<file path="src/rtl/cal_pkg.sv">
// Shared constants for the calendar date counter: manual field-select
// encoding and month lengths.
package cal_pkg;

    localparam logic [1:0] SEL_DAY   = 2'd0;
    localparam logic [1:0] SEL_MONTH = 2'd1;
    localparam logic [1:0] SEL_YEAR  = 2'd2;
    localparam logic [1:0] SEL_NONE  = 2'd3;

    localparam logic [4:0] DIM_LONG     = 5'd31;
    localparam logic [4:0] DIM_SHORT    = 5'd30;
    localparam logic [4:0] DIM_FEB_LEAP = 5'd29;
    localparam logic [4:0] DIM_FEB      = 5'd28;

    localparam logic [3:0] MONTH_FIRST = 4'd1;
    localparam logic [3:0] MONTH_FEB   = 4'd2;
    localparam logic [3:0] MONTH_LAST  = 4'd12;

endpackage

</file>
<file path="src/rtl/calendar_leap.sv">
// Leap-year flag and month length for a given month/year.
// CAL_GREGORIAN_EN selects the full Gregorian rule; otherwise every 4th year is leap.
module calendar_leap
    import cal_pkg::*;
#(
    parameter int YEAR_W = 12
) (
    input  logic [3:0]        month_i,
    input  logic [YEAR_W-1:0] year_i,
    output logic              leap_o,
    output logic [4:0]        dim_o
);

    always_comb begin
`ifdef CAL_GREGORIAN_EN
        leap_o = (year_i[1:0] == 2'b00) &&
                 (((year_i % YEAR_W'(100)) != '0) || ((year_i % YEAR_W'(400)) == '0));
`else
        leap_o = (year_i[1:0] == 2'b00);
`endif
    end

    always_comb begin
        case (month_i)
            MONTH_FEB:                 dim_o = leap_o ? DIM_FEB_LEAP : DIM_FEB;
            4'd4, 4'd6, 4'd9, 4'd11:   dim_o = DIM_SHORT;
            default:                   dim_o = DIM_LONG;
        endcase
    end

endmodule

</file>
<file path="src/rtl/calendar_date.sv">
// Day/month/year counter with tick advance, manual field adjust and day clamp.
// Leap rule chosen by CAL_GREGORIAN_EN inside calendar_leap.
module calendar_date
    import cal_pkg::*;
#(
    parameter int YEAR_W   = 12,
    parameter int YEAR_MIN = 2000,
    parameter int YEAR_MAX = 2099,
    parameter int YEAR_RST = 2000
) (
    input  logic              clk,
    input  logic              rst,
    input  logic              tick,
    input  logic [1:0]        sel,
    input  logic              inc,
    input  logic              dec,
    output logic [4:0]        day,
    output logic [3:0]        month,
    output logic [YEAR_W-1:0] year,
    output logic              leap,
    output logic [4:0]        dim,
    output logic              carry_out
);

    localparam logic [YEAR_W-1:0] Y_MIN = YEAR_W'(YEAR_MIN);
    localparam logic [YEAR_W-1:0] Y_MAX = YEAR_W'(YEAR_MAX);
    localparam logic [YEAR_W-1:0] Y_RST = YEAR_W'(YEAR_RST);

    logic [4:0]        day_q, day_d;
    logic [3:0]        month_q, month_d;
    logic [YEAR_W-1:0] year_q, year_d;
    logic              carry_q, carry_d;

    logic [3:0]        cand_month;
    logic [YEAR_W-1:0] cand_year;
    logic [4:0]        cand_dim;
    logic              manual_req;

    assign manual_req = (inc ^ dec) && (sel != SEL_NONE);

    calendar_leap #(.YEAR_W(YEAR_W)) u_leap_cur (
        .month_i (month_q),
        .year_i  (year_q),
        .leap_o  (leap),
        .dim_o   (dim)
    );

    // Length of the month a manual month/year change would land in, for the clamp.
    calendar_leap #(.YEAR_W(YEAR_W)) u_leap_cand (
        .month_i (cand_month),
        .year_i  (cand_year),
        .leap_o  (),
        .dim_o   (cand_dim)
    );

    always_comb begin
        cand_month = month_q;
        cand_year  = year_q;
        if (!tick && manual_req) begin
            case (sel)
                SEL_MONTH: begin
                    if (inc) cand_month = (month_q == MONTH_LAST)  ? MONTH_FIRST : month_q + 4'd1;
                    else     cand_month = (month_q == MONTH_FIRST) ? MONTH_LAST  : month_q - 4'd1;
                end
                SEL_YEAR: begin
                    if (inc) cand_year = (year_q == Y_MAX) ? Y_MIN : year_q + YEAR_W'(1);
                    else     cand_year = (year_q == Y_MIN) ? Y_MAX : year_q - YEAR_W'(1);
                end
                default: ;
            endcase
        end
    end

    always_comb begin
        day_d   = day_q;
        month_d = month_q;
        year_d  = year_q;
        carry_d = 1'b0;
        if (tick) begin
            if (day_q < dim) begin
                day_d = day_q + 5'd1;
            end else begin
                day_d = 5'd1;
                if (month_q == MONTH_LAST) begin
                    month_d = MONTH_FIRST;
                    if (year_q == Y_MAX) begin
                        year_d  = Y_MIN;
                        carry_d = 1'b1;
                    end else begin
                        year_d = year_q + YEAR_W'(1);
                    end
                end else begin
                    month_d = month_q + 4'd1;
                end
            end
        end else if (manual_req) begin
            if (sel == SEL_DAY) begin
                if (inc) day_d = (day_q == dim)  ? 5'd1 : day_q + 5'd1;
                else     day_d = (day_q == 5'd1) ? dim  : day_q - 5'd1;
            end else begin
                month_d = cand_month;
                year_d  = cand_year;
                day_d   = (day_q > cand_dim) ? cand_dim : day_q;
            end
        end
    end

    always_ff @(posedge clk or posedge rst) begin
        if (rst) begin
            day_q   <= 5'd1;
            month_q <= MONTH_FIRST;
            year_q  <= Y_RST;
            carry_q <= 1'b0;
        end else begin
            day_q   <= day_d;
            month_q <= month_d;
            year_q  <= year_d;
            carry_q <= carry_d;
        end
    end

    assign day       = day_q;
    assign month     = month_q;
    assign year      = year_q;
    assign carry_out = carry_q;

endmodule

</file>
<file path="config.mk">
export PLATFORM = sky130hd
export DESIGN_NAME = calendar_date
export DESIGN_NICKNAME = d
export VERILOG_FILES = /design/src/rtl/cal_pkg.sv /design/src/rtl/calendar_leap.sv /design/src/rtl/calendar_date.sv
export SDC_FILE = /design/constraint.sdc
export NUM_CORES = 1
export LEC_CHECK = 0
export ABC_AREA = 1
export BUFFER_PORTS_ARGS = -buffer_cell sky130_fd_sc_hd__clkbuf_2
export CAP_MARGIN = 20
export CELL_PAD_IN_SITES_DETAIL_PLACEMENT = 1
export CELL_PAD_IN_SITES_GLOBAL_PLACEMENT = 1
export CORE_ASPECT_RATIO = 1.25
export CORE_MARGIN = 2
export CORE_UTILIZATION = 41
export CTS_CLUSTER_SIZE = 12
export DETAILED_ROUTE_END_ITERATION = 10
export HOLD_SLACK_MARGIN = 0.02
export PLACE_DENSITY_LB_ADDON = 0.1
export SYNTH_ARGS = -nofsm -noshare
export SYNTH_HDL_FRONTEND = slang
export SYNTH_SLANG_ARGS = --single-unit
</file>
<file path="constraint.sdc">
create_clock -name clk -period 3.4 [get_ports clk]
set_input_delay 0.68 -clock clk [delete_from_list [all_inputs] [get_ports clk]]
set_output_delay 0.68 -clock clk [all_outputs]
set_load 0.02 [all_outputs]
</file>
======== Word-level counts from Yosys, hierarchy flattened ========
Cells that the tools add are included.
operators by class
  add/subtract/negate cells ............... 6
  $lt $le $gt $ge ......................... 2
  equal/unequal tests ..................... 22
  mux-type cells .......................... 35
  bitwise operators ....................... 1
  reduce and logical (&&, ||, !) cells .... 16
operator list
  operator                 number
  $mux W12                 10
  $mux W5                  8
  $mux W4                  9
  $eq A4 B4 Y1 const B     5
  $pmux W5 S2              2
  $eq A4 B3 Y1 const B     4
  $add A12 B1 Y12 const B  1
  $eq A12 B11 Y1 const B   1
  $eq A12 B12 Y1 const B   1
  $sub A12 B1 Y12 const B  1
  $eq A4 B2 Y1 const B     2
  $reduce_or A4 Y1         2
  $logic_not A2 Y1         3
  $mux W1                  6
  $ne A2 B2 Y1 const B     3
  $reduce_and A6 Y1        1
  $reduce_bool A2 Y1       3
  $add A5 B1 Y5 const B    1
  $eq A5 B1 Y1 const B     1
  $eq A5 B5 Y1             1
  $gt A5 B5 Y1             1
  $lt A5 B5 Y1             1
  $sub A5 B1 Y5 const B    1
  $add A4 B1 Y4 const B    1
  12 further kinds         13
storage, ports and cells
  register bits ........................... 22
  input bits .............................. 7
  output and inout bits ................... 28
  word-level logic and storage cells ...... 87

======== Longest topological paths before layout ========
  word-level depth ........................ 13
  gate-level depth with buffers ........... 23
  depth with buffers taken out ............ 23

======== By module ========
A second synthesis with hierarchy kept.
unflattened totals
  cell total of the unflattened synthesis .. 505
  area, all modules ....................... 3111.7 µm²
modules (own cells, without submodules)
  module         times used  cells each  area each (µm²)  seq. area each (µm²)
  calendar_date  1           473         2944.1           560.5
  calendar_leap  2           16          83.8             0.0

======== Worst setup path before layout ========
Ideal clock, no wire load.
  kind .................................... flip-flop to flip-flop
  from .................................... reg month_q[0], in the netlist month[0]
  to ...................................... reg day_q[4], in the netlist day[4]
  library setup time ...................... 0.130 ns
  arrival ................................. 2.796 ns
  data required time ...................... 3.270 ns
  path slack .............................. 0.474 ns
  cell stages (with the launch flop) ...... 22
  buffers on the path ..................... 0
  clock period less this slack ............ 2.926 ns
  path through ............................ dfstp_2 -> inv_1 -> ha_1 -> inv_1 -> nor2_1 -> nor2_1 -> nand3_1 -> nand3_1 -> nand2_1 -> nand2_1 -> nor2_1 -> nor2_1 -> nand2_1 -> ha_1 -> nand2_1 -> nand2_1 -> o21ai_0 -> nand2_1 -> inv_1 -> nand2_1 -> a221oi_1 -> a21oi_1
on the way
  word-level cells in the longest chain between the ends .. 11
  elaborated cells on any way between the ends .. 34
  those cells by class .................... 2 x add/sub; 2 x order compare; 13 x eq/ne; 13 x mux; 4 x reduce/logical
ends and longest elaborated chain
  element                                              line                                      text
  from (decl)                                          calendar_date.sv:30                       logic [3:0] month_q, month_d;
  from (signal assigned)                               calendar_date.sv:116                      month_q <= month_d;
  $sub A4 B1 Y4, or another cell as far along          calendar_date.sv:63                       else cand_month = (month_q == MONTH_FIRST) ? MONTH_LAST : month_q - 4'd1;
  $mux W4 (on tied branches)                           calendar_date.sv:63, calendar_date.sv:62
  $mux W4                                              calendar_date.sv:62                       if (inc) cand_month = (month_q == MONTH_LAST) ? MONTH_FIRST : month_q + 4'd1;
  $mux W4                                              calendar_date.sv:60                       case (sel)
  $mux W4                                              calendar_date.sv:59                       if (!tick && manual_req) begin
  $eq A4 B3 Y1 / $eq A4 B4 Y1 (equally long branches)  calendar_leap.sv:24                       case (month_i)
  $reduce_or A4 Y1                                     calendar_leap.sv:24
  $pmux W5 S2                                          calendar_leap.sv:24
  $gt A5 B5 Y1                                         calendar_date.sv:103                      day_d = (day_q > cand_dim) ? cand_dim : day_q;
  $reduce_bool A3 Y1 (no source line)                  n/a
  $reduce_and A2 Y1 (no source line)                   n/a
  to (signal assigned)                                 calendar_date.sv:115                      day_q <= day_d;
  to (decl)                                            calendar_date.sv:29                       logic [4:0] day_q, day_d;
Parallel ways exist; a longest one is shown, timed or not. The select of a mux whose other input is x is not followed.
A chain may end at the register's enable or synchronous reset.

======== Worst setup path after layout ========
  from .................................... reg month_q[0], in the netlist month[0]
  to ...................................... reg year_q[9], in the netlist year[9]
on the way
  word-level cells in the longest chain between the ends .. 6
  elaborated cells on any way between the ends .. 12
  those cells by class .................... 1 x order compare; 8 x eq/ne; 1 x mux; 2 x reduce/logical
ends and longest elaborated chain
  element                                              line                  text
  $eq A4 B3 Y1 / $eq A4 B4 Y1 (equally long branches)  calendar_leap.sv:24
  $reduce_or A4 Y1                                     calendar_leap.sv:24
  $pmux W5 S2                                          calendar_leap.sv:24
  $lt A5 B5 Y1                                         calendar_date.sv:80   if (day_q < dim) begin
  $ne A2 B2 Y1 (no source line)                        n/a
  $reduce_and A6 Y1 (no source line) (*)               n/a
  to (signal assigned)                                 calendar_date.sv:117  year_q <= year_d;
  to (decl)                                            calendar_date.sv:31   logic [YEAR_W-1:0] year_q, year_d;
Mark *: on every way between the ends. The rest lies on a longest branch, timed or not.

==> impl_metrics.json <==
{
  "status": "completed",
  "wl_per_cell_um": 15.6,
  "cts_tree": "built",
  "tightest_slew_ns": 0.601,
  "cp-start-kind": "flop",
  "rrSetupSlack_ns": 0.36,
  "synth-async-reset-ratio": 1.00,
  "ant_nets": 0,
  "synth_common_cells": "121 x nand2_1, 49 x inv_1, 45 x nor2_1, 43 x nand3_1, 40 x o21ai_0",
  "hp-class": "input pin to async pin",
  "yosysSeqAreaShare": 0.218,
  "syn_area_sq_um": 2570,
  "setup_slack_ns": 0.358,
  "drive_above_1_share": 0.182,
  "yosysMostFrequentCell": "nand2_1",
  "synthCells": 424,
  "yosys_warnings": 0,
  "gp_congestion": 0.909,
  "cts_root_buffer": "clkbuf_8",
  "avgSynthCellArea_sq_um": 6.07,
  "seqCellArea_sq_um": 561,
  "synth_cell_type_count": 41,
  "drtIter0Drc": 125,
  "wl_mm": 8.52,
  "vias": 2913,
  "skew_ns": 0.00323,
  "antenna_found_initial": 0,
  "setup_viol_count_final": 0,
  "rows": 32,
  "cts_hold_buffers": 0,
  "fmax_mhz": 329,
  "rsz0062_at_grt": "no",
  "htree_num_levels": 1,
  "grt_pass1_wl_mm": 14.2,
  "cap_violations": 0,
  "synth_edf_count": 0,
  "die-area_sq_um": 6930,
  "cp.required_ns": 3.61,
  "clk_path_buf_depth": 2,
  "fin_nets": 482,
  "fin_tns_setup_ns": 0,
  "clk_pin_slew_ns": 0.09,
  "leakage_nw": 1.51,
  "cp_max_fo": 10,
  "max_slew_margin": 0.596,
  "critPathCaptureType": "flop",
  "ys_seq_elements": 22,
  "grt_max_degree": 23,
  "core_area_sq_um": 6130,
  "arrival_ns": 3.25,
  "start_util": 0.420,
  "maxSlewViolCount": 0,
  "dp.final_hpwl_mm": 6.78,
  "yosysTopAreaCell": "nand2_1",
  "reg2reg_to": "year[9]",
  "multi_input_area_sq_um": 1730,
  "ff2ff_path_depth": 17,
  "post-place-ws_ns": 0.133,
  "clock-sinks": 22,
  "final_area_sq_um": 2930,
  "place_area_sq_um": 2840,
  "netlist.area_leader.share": 0.176,
  "hold_viol": 0,
  "finalCriticalPeriod_ns": 3.04,
  "vias_per_cell": 5.34,
  "die-height_um": 92.6,
  "n_antenna_cell": 0,
  "synth.area.top_cells": "nand2_1 18%, dfrtp_1 14%, nand3_1 8.4%, dfstp_2 8.2%, o21ai_0 7.8%",
  "synth_ff_type": "dfrtp_1",
  "critPathKind": "flop to flop",
  "grt_overflow": 0,
  "num-fill-cells": 894,
  "grt_pass1_vias": 2974,
  "clock_latency_ns": 0.27,
  "die_w_um": 74.9,
  "peakVddDrop_uv": 425,
  "grt_usage": 0.260,
  "port_buffers": 31,
  "r2r-start": "month[0]",
  "period_share": 0.895,
  "areaGrowthSynthToFinish_pct": 13.7,
  "drt_first_pass_iters": 6,
  "drc_errors": 0,
  "num_io_pins": 35,
  "cts-buffers-inserted": 3,
  "whs_ns": 0.502,
  "power.density_nw_per_um2": 866
}
==> stage by stage <==
stage	total power (W)	cells	utilization
after floorplan	0.00182	426	-
after global placement	0.00230	540	0.463
after detailed placement	0.00234	540	0.463
after CTS	0.00253	544	0.470
after global routing	0.00281	546	0.478
final	0.00253	546	0.478
==> flip-flops by register name (all words and copies together), names as in the netlist <==
signal and count:
year 12, month 4, day 5, carry_out 1
==> critical path, stage by stage, from the launching register on <==
cell and delay, ns:
dfstp_2 0.56, inv_1 0.10, ha_1 0.23, nand2_1 0.19, inv_1 0.07, ha_1 0.29
inv_1 0.04, o21bai_1 0.14, nand2_2 0.07, nand2_1 0.09, nand2_2 0.07, nor2_4 0.21
o21ai_2 0.12, a21oi_2 0.32, buf_4 0.25, nand3_1 0.09, o21ai_1 0.08, inv_1 0.05
==> logic make-up after synthesis <==
kind of cell / count (synthesis) / synth area share
fa+ha+maj: 13 / 0.0632
simple gates: 237 / 0.405
buf+inv: 68 / 0.116
compound gates: 75 / 0.169
flops: 22 / 0.218
other cells: 1 / 0.00146
xor+xnor: 8 / 0.0272
==> final cells by class <==
cell class | count | area share
clock buffer | 4 | 0.0154
inverter | 55 | 0.0714
multi-input combinational | 336 | 0.592
sequential | 22 | 0.192
tap | 85 | 0.0363
timing repair buffer | 44 | 0.0932
==> metal layers <==
metal	vias up	routed length (um)	GRT usage	share of wire
li1	1454	-	-	-
met1	1388	3710	0.328	0.44
met2	57	4450	0.465	0.52
met3	14	196	0.0163	0.023
met4	0	169	0.0714	0.020
met5	-	0	0	0
==> how the worst max path moves through the flow <==
stage / from / endpoint / slack (ns) / cells after the start
2_1_floorplan: month[0] / day[4] / 0.47 / 21
3_3_place_gp: month[0] / day[4] / 0.18 / 23
3_5_place_dp: month[0] / day[4] / 0.13 / 23
4_1_cts: month[0] / day[4] / 0.10 / 23
5_1_grt: month[0] / day[4] / 0.009 / 21
6_report: month[0] / year[9] / 0.36 / 17
==> where the power goes <==
group / internal (W) / total (W) / leakage [nW] / switching (W)
Sequential: 0.000419 / 0.000662 / 0.250 / 0.000243
Clock: 0.0000840 / 0.000183 / 0.0228 / 0.0000987
Combinational: 0.000581 / 0.00169 / 1.23 / 0.00111
Total: 0.00108 / 0.00253 / 1.51 / 0.00145
==> layout by cell type (no fill, tap or decap), types with 2 or more instances in the layout <==
master / n
nor2_2: 4
a31oi_1: 4
inv_1: 47
inv_2: 7
nand2_2: 5
buf_4: 12
conb_1: 3
dfstp_2: 8
nand3_2: 4
o22ai_1: 3
nand3b_1: 3
a21oi_1: 11
xor2_1: 8
o21ai_2: 2
clkbuf_2: 31
o21bai_1: 2
o211ai_1: 4
nor2_1: 45
clkbuf_8: 3
nand4_1: 6
o21ai_1: 2
dfrtp_1: 14
nand3_1: 42
o21ai_0: 39
nor3_1: 4
nand2_1: 120
ha_1: 12
==> what timing repair did <==
action                     4_1_cts  5_1_grt
setup buffers                    0        1
resized for setup                0        6
setup endpoints to repair        0        4
(Power assumes the default switching activity.)
